<file path="config.mk">
export PLATFORM = sky130hd
export DESIGN_NAME = neuron_mac_flat
export DESIGN_NICKNAME = d
export VERILOG_FILES = /design/src/rtl/mnist_pkg.sv /design/src/rtl/neuron_mac_if.sv /design/src/rtl/counter.sv /design/src/rtl/neuron_mac.sv /design/src/flat_wrapper.sv
export SDC_FILE = /design/constraint.sdc
export NUM_CORES = 1
export LEC_CHECK = 0
export CAP_MARGIN = 10
export CORE_UTILIZATION = 38
export DETAILED_ROUTE_END_ITERATION = 8
export DONT_BUFFER_PORTS = 1
export PLACE_DENSITY_LB_ADDON = 0.25
export SLEW_MARGIN = 10
export SYNTH_ARGS = -nofsm -noshare
export SYNTH_HDL_FRONTEND = slang
export SYNTH_SLANG_ARGS = --single-unit
</file>
<file path="constraint.sdc">
create_clock -name clk -period 11.07 [get_ports clk]
set_input_delay 0.5535 -clock clk [delete_from_list [all_inputs] [get_ports clk]]
set_output_delay 0.5535 -clock clk [all_outputs]
set_load 0.05 [all_outputs]
</file>
<file path="src/rtl/mnist_pkg.sv">
// Shared definitions for the MNIST classifier datapath: FSM encoding,
// default widths and the clamping helpers used by the MAC stages.
package mnist_pkg;

  typedef enum logic [1:0] {S_IDLE, S_ACC, S_BIAS, S_OUT} state_e;

  localparam int DEF_N_INPUTS = 784;
  localparam int DEF_DATA_W   = 8;
  localparam int DEF_WEIGHT_W = 8;
  localparam int DEF_ACC_W    = 24;
  localparam int DEF_OUT_W    = 8;

  // Clamp to the signed range of a w-bit two's complement value.
  function automatic logic signed [63:0] sat_s(input logic signed [63:0] v, input int w);
    logic signed [63:0] hi, lo;
    hi = (64'sd1 <<< (w - 1)) - 64'sd1;
    lo = -(64'sd1 <<< (w - 1));
    if (v > hi)      sat_s = hi;
    else if (v < lo) sat_s = lo;
    else             sat_s = v;
  endfunction

  // Clamp to [0, 2^w-1].
  function automatic logic signed [63:0] sat_u(input logic signed [63:0] v, input int w);
    logic signed [63:0] hi;
    hi = (64'sd1 <<< w) - 64'sd1;
    if (v > hi)        sat_u = hi;
    else if (v < 64'sd0) sat_u = 64'sd0;
    else               sat_u = v;
  endfunction

endpackage

</file>
<file path="src/rtl/neuron_mac_if.sv">
// Beat/result bus of the single-neuron MAC; master drives beats, slave is the neuron.
interface neuron_mac_if #(
  parameter int DATA_W   = 8,
  parameter int WEIGHT_W = 8,
  parameter int ACC_W    = 24,
  parameter int OUT_W    = 8,
  parameter int IDX_W    = 10
);
  logic                start;
  logic                in_valid;
  logic                in_ready;
  logic [DATA_W-1:0]   pixel;
  logic [WEIGHT_W-1:0] weight;
  logic [ACC_W-1:0]    bias;
  logic [IDX_W-1:0]    idx;
  logic                busy;
  logic                out_valid;
  logic [OUT_W-1:0]    out_data;

  modport master (output start, in_valid, pixel, weight, bias,
                  input  in_ready, idx, busy, out_valid, out_data);
  modport slave  (input  start, in_valid, pixel, weight, bias,
                  output in_ready, idx, busy, out_valid, out_data);
endinterface

</file>
<file path="src/rtl/counter.sv">
// Wrapping index counter 0..MAX_COUNT-1; done flags the final position.
module counter #(
  parameter int WIDTH     = 10,
  parameter int MAX_COUNT = 784
) (
  input  logic             clk,
  input  logic             rst,
  input  logic             en,
  output logic [WIDTH-1:0] count,
  output logic             done
);
  logic [WIDTH-1:0] count_q;

  always_ff @(posedge clk) begin
    if (rst)       count_q <= '0;
    else if (en)   count_q <= done ? '0 : count_q + 1'b1;
  end

  assign count = count_q;
  assign done  = (count_q == WIDTH'(MAX_COUNT - 1));
endmodule

</file>
<file path="src/rtl/neuron_mac.sv">
// Single-neuron saturating MAC: accumulate pixel*weight beats, add bias, shift,
// activate and clamp. Define NEURON_RELU_EN for ReLU/unsigned output.
module neuron_mac
  import mnist_pkg::*;
#(
  parameter int N_INPUTS   = DEF_N_INPUTS,
  parameter int DATA_W     = DEF_DATA_W,
  parameter int WEIGHT_W   = DEF_WEIGHT_W,
  parameter int ACC_W      = DEF_ACC_W,
  parameter int OUT_W      = DEF_OUT_W,
  parameter int FRAC_SHIFT = 7,
  parameter int IDX_W      = 10
) (
  input  logic       clk,
  input  logic       rst,
  neuron_mac_if.slave bus
);
  state_e                   state_q;
  logic signed [ACC_W-1:0]  acc_q, acc_d;
  logic [OUT_W-1:0]         out_data_q, out_data_d;
  logic                     in_ready_q, busy_q, out_valid_q;
  logic                     accept, last_idx;
  logic [IDX_W-1:0]         idx;
  logic signed [DATA_W+WEIGHT_W:0] prod;
  logic signed [63:0]       addend, sum, shifted;

  assign accept = in_ready_q & bus.in_valid;

  counter #(.WIDTH(IDX_W), .MAX_COUNT(N_INPUTS)) u_idx (
    .clk   (clk),
    .rst   (rst),
    .en    (accept),
    .count (idx),
    .done  (last_idx)
  );

  // Pixel is unsigned: a zero MSB makes the signed multiply treat it as such.
  assign prod = $signed({1'b0, bus.pixel}) * $signed(bus.weight);

  always_comb begin
    addend  = (state_q == S_BIAS) ? 64'($signed(bus.bias)) : 64'(prod);
    sum     = 64'(acc_q) + addend;
    acc_d   = ACC_W'(sat_s(sum, ACC_W));
    shifted = 64'(acc_q >>> FRAC_SHIFT);
`ifdef NEURON_RELU_EN
    out_data_d = OUT_W'(sat_u(shifted, OUT_W));
`else
    out_data_d = OUT_W'(sat_s(shifted, OUT_W));
`endif
  end

  always_ff @(posedge clk) begin
    if (rst) begin
      state_q     <= S_IDLE;
      acc_q       <= '0;
      out_data_q  <= '0;
      in_ready_q  <= 1'b0;
      busy_q      <= 1'b0;
      out_valid_q <= 1'b0;
    end else begin
      out_valid_q <= 1'b0;
      case (state_q)
        S_IDLE: if (bus.start) begin
          acc_q      <= '0;
          in_ready_q <= 1'b1;
          busy_q     <= 1'b1;
          state_q    <= S_ACC;
        end
        S_ACC: if (accept) begin
          acc_q <= acc_d;
          if (last_idx) begin
            in_ready_q <= 1'b0;
            state_q    <= S_BIAS;
          end
        end
        S_BIAS: begin
          acc_q   <= acc_d;
          state_q <= S_OUT;
        end
        S_OUT: begin
          out_data_q  <= out_data_d;
          out_valid_q <= 1'b1;
          busy_q      <= 1'b0;
          state_q     <= S_IDLE;
        end
        default: state_q <= S_IDLE;
      endcase
    end
  end

  assign bus.in_ready  = in_ready_q;
  assign bus.idx       = idx;
  assign bus.busy      = busy_q;
  assign bus.out_valid = out_valid_q;
  assign bus.out_data  = out_data_q;
endmodule

</file>
<file path="src/flat_wrapper.sv">
// flat-port wrapper written by rule: the top's interface ports become plain ports
module neuron_mac_flat import mnist_pkg::*;
#(
  parameter int N_INPUTS   = DEF_N_INPUTS,
  parameter int DATA_W     = DEF_DATA_W,
  parameter int WEIGHT_W   = DEF_WEIGHT_W,
  parameter int ACC_W      = DEF_ACC_W,
  parameter int OUT_W      = DEF_OUT_W,
  parameter int FRAC_SHIFT = 7,
  parameter int IDX_W      = 10
)
  (clk, rst, bus_start, bus_in_valid, bus_pixel, bus_weight, bus_bias, bus_in_ready, bus_idx, bus_busy, bus_out_valid, bus_out_data);
  neuron_mac_if #(.DATA_W(DATA_W), .WEIGHT_W(WEIGHT_W), .ACC_W(ACC_W), .OUT_W(OUT_W), .IDX_W(IDX_W)) bus_i ();
  input  logic clk;
  input  logic rst;
  input wire logic [$bits(bus_i.start)-1:0] bus_start;
  input wire logic [$bits(bus_i.in_valid)-1:0] bus_in_valid;
  input wire logic [$bits(bus_i.pixel)-1:0] bus_pixel;
  input wire logic [$bits(bus_i.weight)-1:0] bus_weight;
  input wire logic [$bits(bus_i.bias)-1:0] bus_bias;
  output wire logic [$bits(bus_i.in_ready)-1:0] bus_in_ready;
  output wire logic [$bits(bus_i.idx)-1:0] bus_idx;
  output wire logic [$bits(bus_i.busy)-1:0] bus_busy;
  output wire logic [$bits(bus_i.out_valid)-1:0] bus_out_valid;
  output wire logic [$bits(bus_i.out_data)-1:0] bus_out_data;
  assign bus_i.start = bus_start;
  assign bus_i.in_valid = bus_in_valid;
  assign bus_i.pixel = bus_pixel;
  assign bus_i.weight = bus_weight;
  assign bus_i.bias = bus_bias;
  assign bus_in_ready = bus_i.in_ready;
  assign bus_idx = bus_i.idx;
  assign bus_busy = bus_i.busy;
  assign bus_out_valid = bus_i.out_valid;
  assign bus_out_data = bus_i.out_data;
  neuron_mac #(.N_INPUTS(N_INPUTS), .DATA_W(DATA_W), .WEIGHT_W(WEIGHT_W), .ACC_W(ACC_W), .OUT_W(OUT_W), .FRAC_SHIFT(FRAC_SHIFT), .IDX_W(IDX_W)) u_core (.clk(clk), .rst(rst), .bus(bus_i));
endmodule
</file>
==> reports/results.ini <==
[synthesis]
synth_async_sr_flop_share=0
synth.distinct_cells=61
synth_edf_count=0
yosysWarnings=0
synthesis.area_um2=5900
synth.ff_latch_count=47
postSynth.topFlopCell=dfxtp_1
synth_cells=680
syn_area_per_cell_um2=8.68
synth-seq-area-share=0.159
synthesis.nets=846

[timing]
worst_slew_margin_rel=0.400
fin_crit_ns=8.61
postLayoutSetupSlackWorst_ns=2.46
setup_total_negative_slack_ns=0
timing_worst_slew_pin_value_ns=0.900
final-setup-viol-count=0
max_freq_ghz=0.116
period_share=0.778
clock-skew-final_ns=0.00528
finalMaxSlewViolations=0
final-hold-violation-count=0
rsz_0062_raised_after_global_routing=no

[cts]
clkSinkCount=47
cts_setup_buffers=0
clk_transition_reported_paths_ns=0.06
tritoncts.num_buffers=5
clk-insertion-delay-late_ns=0.28
clock_path_buffers=2
hold_buffers=0
clockRootBuffer=clkbuf_16
cts_tree=built
cts_max_level=2
post_cts_resize_count=0

[detailed_routing]
routed_via_density=5.49
drt_first_iter_violations=235
num_vias=4736
wirelength_mm=13.2
wl_cell_um=15.3
remaining_antenna_violation_count_after_routing=0
drc=0
firstDrtPassIters=4

[critical_path]
crit_fanout=16
cp_slowest_cell=fa_1
worst-endpoint-required_ns=11.29
critPathMaxStageDelay_ns=0.54
startpoint_type=primary input
critPathArrivalTime_ns=8.84
worstSetupEndpointType=flip-flop
crit_top_cell=fa_1
classification_of_the_worst_setup_path=in -> reg

[status]
run_status=finished clean

[floorplan]
initial_core_util=0.388
number_of_i_o_pins=65
std_cell_rows=45
die_area_um2=16000
dieHeight_um=127
core_region_area_um2=15200
die_x_um=127

[power]
vdd_drop_max_uv=90.2
total_power_consumption_w=0.00156
power.static_leakage_nw=2.82
power_density_nw_per_um2=250

[layout]
layout_common_cells=inv_1, ha_1, fa_1, dfxtp_1, nand2_1
syn_to_final_growth_pct=5.62
layoutNonFillerInstCount=862
fin_nets=840
utilization=0.410
layout.cells.most_common=inv_1
antennaDiodeCount=0
share_of_final_layout_standard_cells_stronger_than_drive_strength_1=0.0504

[placed_design]
gp_routability_congestion=0.858
place.port_buffers=0
numPlacedInstances=854
dp_hpwl_mm=11.0
detailedPlace.worstSlack_ns=1.86

[global_route]
maximum_number_of_pins_on_one_net_before_global_route_repair=28
grt_first_pass_wirelength_mm=22.9
antenna_found_initial=0
leftover_overflow_at_the_end_of_global_routing=0
grt_pass1_vias=4746
grt.total_usage=0.175

[flow_run]
maxCapViolCount=0

[hold_path]
hp-class=in -> reg

==> metal layers <==
layer,GRT usage,wire (µm),vias up
met4,0.0269,134,0
met5,0,0,-
li1,-,-,2331
met3,0.0299,519,9
met1,0.240,6190,2318
met2,0.292,6330,78
==> final cells by class <==
type                            instances  area (µm²)
Fill cell                            1506        8970
Multi-Input combinational cell        540        4580
Sequential cell                        47         941
Inverter                               76         285
Tap cell                              188         235
Clock buffer                            6         129
Timing Repair Buffer                    4        33.8
Clock inverter                          1        30.0
==> registers in the layout (all words and copies together) (netlist names) <==
name,flops
u_core.u_idx.count,10
u_core.bus.busy,1
u_core.state_q,2
u_core.bus.out_data,8
u_core.bus.in_ready,1
u_core.bus.out_valid,1
u_core.acc_q,24
==> metrics by stage <==
step | cell area, µm² | hold WS (ns)
floorplan | 5900 | 0.432
global placement | 6060 | 0.482
detailed placement | 6060 | 0.485
CTS | 6220 | 0.326
global route | 6230 | 0.314
finish | 6230 | 0.329
==> cell usage after synthesis, types with 7 or more instances <==
| library cell | n | share of area |
|---|---|---|
| inv_1 | 76 | 0.048 |
| and2_1 | 42 | 0.045 |
| a21o_1 | 9 | 0.011 |
| and3_1 | 8 | 0.0085 |
| a221o_1 | 21 | 0.036 |
| nand3_1 | 11 | 0.0093 |
| xor2_1 | 19 | 0.028 |
| o21ai_0 | 32 | 0.027 |
| dfxtp_1 | 47 | 0.16 |
| nand2_1 | 45 | 0.029 |
| clkbuf_1 | 11 | 0.0070 |
| nand2b_1 | 20 | 0.021 |
| nor3_1 | 7 | 0.0059 |
| xnor2_1 | 22 | 0.033 |
| nor2_1 | 43 | 0.027 |
| fa_1 | 50 | 0.17 |
| a21oi_1 | 44 | 0.037 |
| ha_1 | 72 | 0.15 |
| nor2b_1 | 7 | 0.0074 |
==> where the power goes <==
group / switching, W / total (W) / internal, W
clock: 0.0000597 / 0.000165 / 0.000105
combinational: 0.000646 / 0.00112 / 0.000478
sequential: 0.0000644 / 0.000267 / 0.000202
==> cells by family (layout without fill, tap and decap cells) <==
logic type / count (synthesis) / after routing / synth area share
buf+inv: 93 / 87 / 0.0647
flops: 47 / 47 / 0.159
compound gates: 155 / 155 / 0.188
simple gates: 215 / 215 / 0.192
xor+xnor: 41 / 41 / 0.0609
fa+ha+maj: 122 / 122 / 0.322
mux: 7 / 7 / 0.0127
==> worst paths after layout <==
path | from | to | slack, ns | depth (start not counted)
hold reg to reg | u_core.acc_q[2] | u_core.acc_q[2] | 0.50 | 2
setup / recovery | bus_weight[7] | u_core.acc_q[15] | 2.46 | 29
hold / removal | rst | u_core.u_idx.count[1] | 0.33 | 1
setup reg to reg | u_core.state_q[0] | u_core.acc_q[15] | 4.78 | 23
==> worst max-delay path, delay by kind of cell <==
family,cells,cell delay [ns]
adders and majority gates,7,3.19
and+or+nand+nor,7,1.90
xor gates and xnor gates,1,0.20
buffers and inverters,4,0.51
AOI/OAI and AO/OA,10,2.46
Power figures use the tool's default switching activity.
